==> config.mk <==
export PLATFORM = sky130hd
export DESIGN_NAME = if_stage_flat
export DESIGN_NICKNAME = d
export VERILOG_FILES = /design/src/rtl/if_stage_pkg.sv /design/src/rtl/if_stage_if.sv /design/src/rtl/if_stage_next_pc_sel.sv /design/src/rtl/if_stage.sv /design/src/flat_wrapper.sv
export SDC_FILE = /design/constraint.sdc
export NUM_CORES = 1
export LEC_CHECK = 0
export ABC_AREA = 1
export BUFFER_PORTS_ARGS = -buffer_cell sky130_fd_sc_hd__buf_2
export CAP_MARGIN = 10
export CORE_MARGIN = 3
export CORE_UTILIZATION = 40
export CTS_BUF_LIST = sky130_fd_sc_hd__clkbuf_2 sky130_fd_sc_hd__clkbuf_4 sky130_fd_sc_hd__clkbuf_8
export DETAILED_ROUTE_END_ITERATION = 10
export PLACE_DENSITY_LB_ADDON = 0.12
export SYNTH_ARGS = -nofsm -noshare
export SYNTH_HDL_FRONTEND = slang
export SYNTH_SLANG_ARGS = --single-unit
==> constraint.sdc <==
create_clock -name clk -period 3.1 [get_ports clk]
set_input_delay 0.155 -clock clk [delete_from_list [all_inputs] [get_ports clk]]
set_output_delay 0.155 -clock clk [all_outputs]
set_load 0.1 [all_outputs]
==> src/rtl/if_stage_pkg.sv <==
// Shared types and constants for the instruction-fetch stage.
// IF_MISALIGN_TRAP_EN enables the HALT state and the fetch_misaligned flag.
package if_stage_pkg;

    localparam logic [31:0] RESET_PC_DEF = 32'h4000_0000;
    localparam logic [31:0] NOP_INSN     = 32'h0000_0013;

    typedef enum logic [1:0] {
        RST_WAIT = 2'd0,
        RUN      = 2'd1,
        HALT     = 2'd2
    } state_t;

endpackage

==> src/rtl/if_stage_if.sv <==
// Fetch-stage bus: control inputs from ID/EX, addresses and tag to ID.
// IF_MISALIGN_TRAP_EN adds the fetch_misaligned signal.
interface if_stage_if #(
    parameter int BIOS_AW = 12,
    parameter int IMEM_AW = 14
);
    logic               stall;
    logic               ex_redirect;
    logic [31:0]        ex_redirect_pc;
    logic [31:0]        if_pc_target;
    logic               if_target_taken;
    logic [BIOS_AW-1:0] bios_addr;
    logic [IMEM_AW-1:0] imem_addr;
    logic [31:0]        id_pc;
    logic               id_valid;
`ifdef IF_MISALIGN_TRAP_EN
    logic               fetch_misaligned;

    modport master (
        input  stall, ex_redirect, ex_redirect_pc,
        input  if_pc_target, if_target_taken,
        output bios_addr, imem_addr, id_pc, id_valid,
        output fetch_misaligned
    );
    modport slave (
        output stall, ex_redirect, ex_redirect_pc,
        output if_pc_target, if_target_taken,
        input  bios_addr, imem_addr, id_pc, id_valid,
        input  fetch_misaligned
    );
`else
    modport master (
        input  stall, ex_redirect, ex_redirect_pc,
        input  if_pc_target, if_target_taken,
        output bios_addr, imem_addr, id_pc, id_valid
    );
    modport slave (
        output stall, ex_redirect, ex_redirect_pc,
        output if_pc_target, if_target_taken,
        input  bios_addr, imem_addr, id_pc, id_valid
    );
`endif
endinterface

==> src/rtl/if_stage_next_pc_sel.sv <==
// Combinational priority mux selecting the address issued this cycle.
module if_stage_next_pc_sel #(
    parameter logic [31:0] RESET_PC = 32'h4000_0000
) (
    input  logic        i_rst_wait,
    input  logic        i_halt,
    input  logic        i_ex_redirect,
    input  logic [31:0] i_ex_pc,
    input  logic        i_stall,
    input  logic        i_tgt_taken,
    input  logic [31:0] i_tgt_pc,
    input  logic [31:0] i_id_pc,
    output logic [31:0] o_fetch_pc
);
    always_comb begin
        o_fetch_pc = i_id_pc + 32'd4;
        if (i_rst_wait)
            o_fetch_pc = RESET_PC;
        else if (i_halt)
            o_fetch_pc = i_id_pc;
        else if (i_ex_redirect)
            o_fetch_pc = i_ex_pc;
        // re-read the held word so the sync-read output stays stable
        else if (i_stall)
            o_fetch_pc = i_id_pc;
        else if (i_tgt_taken)
            o_fetch_pc = i_tgt_pc;
    end
endmodule

==> src/rtl/if_stage.sv <==
// Instruction-fetch stage: owns fetch PC, tags memory data with id_pc.
// IF_MISALIGN_TRAP_EN adds a sticky misaligned-target trap and HALT.
module if_stage
    import if_stage_pkg::*;
#(
    parameter logic [31:0] RESET_PC = RESET_PC_DEF,
    parameter int          BIOS_AW  = 12,
    parameter int          IMEM_AW  = 14
) (
    input  logic       clk,
    input  logic       rst,
    if_stage_if.master bus
);
    state_t      r_state;
    state_t      w_next;
    logic [31:0] r_id_pc;
    logic [31:0] w_fetch_pc;
    logic        w_load;
    logic        w_trap;

    if_stage_next_pc_sel #(.RESET_PC(RESET_PC)) u_sel (
        .i_rst_wait    (r_state == RST_WAIT),
        .i_halt        (r_state == HALT),
        .i_ex_redirect (bus.ex_redirect),
        .i_ex_pc       (bus.ex_redirect_pc),
        .i_stall       (bus.stall),
        .i_tgt_taken   (bus.if_target_taken),
        .i_tgt_pc      (bus.if_pc_target),
        .i_id_pc       (r_id_pc),
        .o_fetch_pc    (w_fetch_pc)
    );

`ifdef IF_MISALIGN_TRAP_EN
    logic r_misaligned;

    assign w_trap = (r_state == RUN) &&
        ((bus.ex_redirect && (|bus.ex_redirect_pc[1:0])) ||
         (!bus.ex_redirect && !bus.stall &&
          bus.if_target_taken && (|bus.if_pc_target[1:0])));

    always_ff @(posedge clk or negedge rst) begin
        if (!rst)
            r_misaligned <= 1'b0;
        else if (w_trap)
            r_misaligned <= 1'b1;
    end

    assign bus.fetch_misaligned = r_misaligned;
`else
    assign w_trap = 1'b0;
`endif

    always_comb begin
        w_next = r_state;
        w_load = 1'b0;
        unique case (r_state)
            RST_WAIT: begin
                w_next = RUN;
                w_load = 1'b1;
            end
            RUN: begin
                // faulting target is never committed to id_pc
                if (w_trap)
                    w_next = HALT;
                else
                    w_load = 1'b1;
            end
            HALT:    w_next = HALT;
            default: w_next = RST_WAIT;
        endcase
    end

    always_ff @(posedge clk or negedge rst) begin
        if (!rst) begin
            r_state <= RST_WAIT;
            r_id_pc <= RESET_PC;
        end else begin
            r_state <= w_next;
            if (w_load)
                r_id_pc <= w_fetch_pc;
        end
    end

    assign bus.bios_addr = w_fetch_pc[BIOS_AW+1:2];
    assign bus.imem_addr = w_fetch_pc[IMEM_AW+1:2];
    assign bus.id_pc     = r_id_pc;
    assign bus.id_valid  = (r_state == RUN);
endmodule

==> src/flat_wrapper.sv <==
// flat-port wrapper written by rule: the top's interface ports become plain ports
module if_stage_flat import if_stage_pkg::*;
#(
    parameter logic [31:0] RESET_PC = RESET_PC_DEF,
    parameter int          BIOS_AW  = 12,
    parameter int          IMEM_AW  = 14
)
  (clk, rst, bus_stall, bus_ex_redirect, bus_ex_redirect_pc, bus_if_pc_target, bus_if_target_taken, bus_bios_addr, bus_imem_addr, bus_id_pc, bus_id_valid);
  if_stage_if #(.BIOS_AW(BIOS_AW), .IMEM_AW(IMEM_AW)) bus_i ();
  input  logic clk;
  input  logic rst;
  input wire logic [$bits(bus_i.stall)-1:0] bus_stall;
  input wire logic [$bits(bus_i.ex_redirect)-1:0] bus_ex_redirect;
  input wire logic [$bits(bus_i.ex_redirect_pc)-1:0] bus_ex_redirect_pc;
  input wire logic [$bits(bus_i.if_pc_target)-1:0] bus_if_pc_target;
  input wire logic [$bits(bus_i.if_target_taken)-1:0] bus_if_target_taken;
  output wire logic [$bits(bus_i.bios_addr)-1:0] bus_bios_addr;
  output wire logic [$bits(bus_i.imem_addr)-1:0] bus_imem_addr;
  output wire logic [$bits(bus_i.id_pc)-1:0] bus_id_pc;
  output wire logic [$bits(bus_i.id_valid)-1:0] bus_id_valid;
  assign bus_i.stall = bus_stall;
  assign bus_i.ex_redirect = bus_ex_redirect;
  assign bus_i.ex_redirect_pc = bus_ex_redirect_pc;
  assign bus_i.if_pc_target = bus_if_pc_target;
  assign bus_i.if_target_taken = bus_if_target_taken;
  assign bus_bios_addr = bus_i.bios_addr;
  assign bus_imem_addr = bus_i.imem_addr;
  assign bus_id_pc = bus_i.id_pc;
  assign bus_id_valid = bus_i.id_valid;
  if_stage #(.RESET_PC(RESET_PC), .BIOS_AW(BIOS_AW), .IMEM_AW(IMEM_AW)) u_core (.clk(clk), .rst(rst), .bus(bus_i));
endmodule
==> impl_metrics.py <==
metrics = {
    "synthesis": {
        "synth_fa_ha_area_frac": 0.00380,
        "muxShareOfSynthArea": 0,
        "ys_seq_area_frac": 0.259,
        "synth-seq-cells": 34,
        "synth_compound_area_frac": 0.103,
        "synth.distinct_cells": 35,
        "synth_top_family_by_area": "simple AND/OR/NAND/NOR gates",
        "yosys.area_share.simple": 0.492,
        "synth_xor_area_frac": 0.0106,
        "synth_warnings": 0,
        "syn-cell-area_um2": 3290,
        "postSynthAreaPerCell_um2": 5.63,
        "synthCells": 585,
        "synth_nets": 655,
    },
    "route": {
        "drt-initial-drc-count": 177,
        "vias": 3915,
        "drt-pass1-iter-count": 4,
        "wl_per_cell_um": 14.0,
        "drc": 0,
        "detail-route-antenna-nets": 0,
        "routed_wl_mm": 11.0,
        "routed_via_density": 4.99,
    },
    "worst_setup_path": {
        "worstSetupStartpointType": "register",
        "crit_arrival_ns": 2.44,
        "cp_max_fo": 7,
        "cp-end-kind": "output port",
        "cpMaxStageDelayCell": "dfrtp_1",
        "crit_type": "reg2out",
        "path_common_cell": "nand2_1",
        "crit_chain": "ha_1, nand2_2, nor2_4, nand2_2, xor2_1, nand2_1, nand2_1, nand2_1, nand2_1, o21ai_0, buf_2",
        "critical_path_buf_inv_count": 1,
        "crit_family": "simple AND/OR/NAND/NOR gates",
        "cp.required_ns": 2.94,
        "max_stage_delay_ns": 0.48,
    },
    "clock_network": {
        "clockRootBuffer": "clkbuf_8",
        "h-tree-depth": 2,
        "post_cts_buffers": 0,
        "path_clk_slew_ns": 0.08,
        "postCtsHoldBufs": 0,
        "cts.sinks": 34,
        "clk_latency_ns": 0.29,
        "cts.path.max_buffers": 2,
        "cts_resized": 0,
        "cts_tree": "built",
        "cts_made_buffers": 5,
    },
    "sta": {
        "layout_min_cycle_time_ns": 2.59,
        "whs_ns": -0.0329,
        "fin_skew_ns": 0.00403,
        "setup_viol_count_final": 0,
        "setup_tns_ns": 0,
        "hold_viol_final": 33,
        "max_freq_ghz": 0.385,
        "maxSlewViolCount": 0,
        "max-slew-margin-rel": 0.425,
        "finalCritPeriodShare": 0.837,
        "rsz0062_at_grt": "false",
        "tightest_slew_ns": 0.862,
    },
    "global_routing": {
        "grt.total_usage": 0.237,
        "gr-total-overflow": 0,
        "grt_max_degree": 37,
        "grt_pass1_wl_mm": 18.5,
        "antenna_found_initial": 0,
        "first_global_vias": 3716,
    },
    "die": {
        "die_h_um": 96.8,
        "fp.dieArea_um2": 9360,
        "fp.dieW_um": 96.8,
        "fp.coreArea_um2": 7850,
        "start_util": 0.420,
        "rows": 32,
        "io_pins": 128,
    },
    "placement": {
        "dp.cells": 776,
        "dp_hpwl_mm": 8.56,
        "io_buffers": 127,
        "gp_congestion": 0.881,
    },
    "final_layout": {
        "layout.area.seq_um2": 852,
        "syn2layout_area_growth_pct": 19.0,
        "drive_gt1_frac": 0.232,
        "finalNonFillerCells": 784,
        "multi_input_area_um2": 2010,
        "final_net_count": 751,
        "fillers": 874,
        "n_antenna_cell": 0,
    },
    "power_and_ir_drop": {
        "power_density_nw_per_um2": 493,
        "cellLeakagePower_nw": 2.07,
        "irDropWorstVdd_uv": 262,
    },
    "status": {
        "outcome": "finished with violations",
        "violations": "hold timing",
    },
    "hold_path": {
        "hold_class": "in2async",
    },
    "run": {
        "cap_violations": 0,
    },
}
## registers in the layout, summed over array words and instances (netlist names)
name,flops
u_core.bus.id_pc,32
u_core.r_state,2
## worst paths after layout
path / start / endpoint / slack, ns / cells past startpoint
worst max-delay path: u_core.bus.id_pc[2] / bus_imem_addr[8] / 0.51 / 11
worst min-delay path: rst / u_core.r_state[0] / -0.03 / 1
worst max register to register: u_core.bus.id_pc[2] / u_core.bus.id_pc[24] / 1.19 / 12
worst min register to register: u_core.bus.id_pc[1] / u_core.bus.id_pc[1] / 0.54 / 2
max in group asynchronous: rst / u_core.bus.id_pc[25] / 2.58 / 1
min in group clk: bus_ex_redirect_pc[27] / u_core.bus.id_pc[27] / 0.15 / 5
## cells by family after synthesis
| logic type | after synthesis |
|---|---|
| AND/OR/NAND/NOR | 401 |
| buffers and inverters | 86 |
| AO/OA/AOI/OAI | 59 |
| flip-flops | 34 |
| XOR/XNOR | 4 |
| adder cells (fa/ha/maj) | 1 |
## stage by stage
stage / instance area, um2 / util / hold WS [ns] / setup slack [ns] / total power, mW
after detailed placement: 3830 / 0.488 / 0.314 / 0.841 / 1.58
final: 3920 / 0.500 / -0.0329 / 0.505 / 1.93
after CTS: 3920 / 0.500 / 0.00285 / 0.503 / 1.95
after global routing: 3920 / 0.500 / 0.0223 / 0.324 / 2.04
after global placement: 3830 / 0.488 / 0.307 / 0.898 / 1.57
after floorplan: 3290 / - / -0.141 / 0.387 / 1.42
## synthesized netlist by cell type (all sizes together)
library cell  count  share of area
nand2           247           0.29
nor2            107           0.13
nand3            42          0.065
inv              40          0.046
buf              34          0.072
dfrtp            33           0.25
o21ai            33          0.050
clkbuf           10          0.012
o22ai            10          0.019
a21oi             5         0.0076
nand4             3         0.0057
a22o              2         0.0053
a31oi             2         0.0038
clkinv            2         0.0023
o21bai            2         0.0046
xnor2             2         0.0053
xor2              2         0.0053
a21boi            1         0.0023
a32o              1         0.0030
a32oi             1         0.0027
dfstp             1         0.0080
ha                1         0.0038
nand3b            1         0.0023
nor3              1         0.0030
o211ai            1         0.0023
o221ai            1         0.0027
## placed cells by master (no fill, tap or decap), types with 2 or more instances in the layout
master    instances
nand2_1         242
o22ai_1          10
clkbuf_8          6
buf_4             6
dfrtp_1          33
inv_1            38
nand4_1           3
nor2_2            5
xnor2_1           2
o21ai_1          11
nor2_4            2
clkinv_1          2
a22o_1            2
buf_2           127
a31oi_1           2
o21bai_1          2
o21ai_0          22
nand3_1          41
nand2_2           5
nor2_1          100
a21oi_1           5
inv_2             2
xor2_1            2
## final cells by class
cell class	count	area share
clock inverter	1	0.00128
inverter	42	0.0402
sequential	34	0.217
multi-input combinational	465	0.512
tap	102	0.0325
timing repair buffer	133	0.174
clock buffer	7	0.0230
## layer usage
metal	part of all wire	vias to the layer above	wire length [um]	global-route usage
li1	-	2011	-	-
met4	0.0056	0	61	0.0367
met5	0	-	0	0
met2	0.47	120	5110	0.392
met1	0.47	1779	5120	0.333
met3	0.062	5	681	0.0360
## power breakdown
part,leakage (nW),internal [mW],switching (mW)
clock network,0.0517,0.188,0.178
registers,0.408,0.487,0.0789
logic,1.61,0.179,0.823
Power figures use the tool's default switching activity.
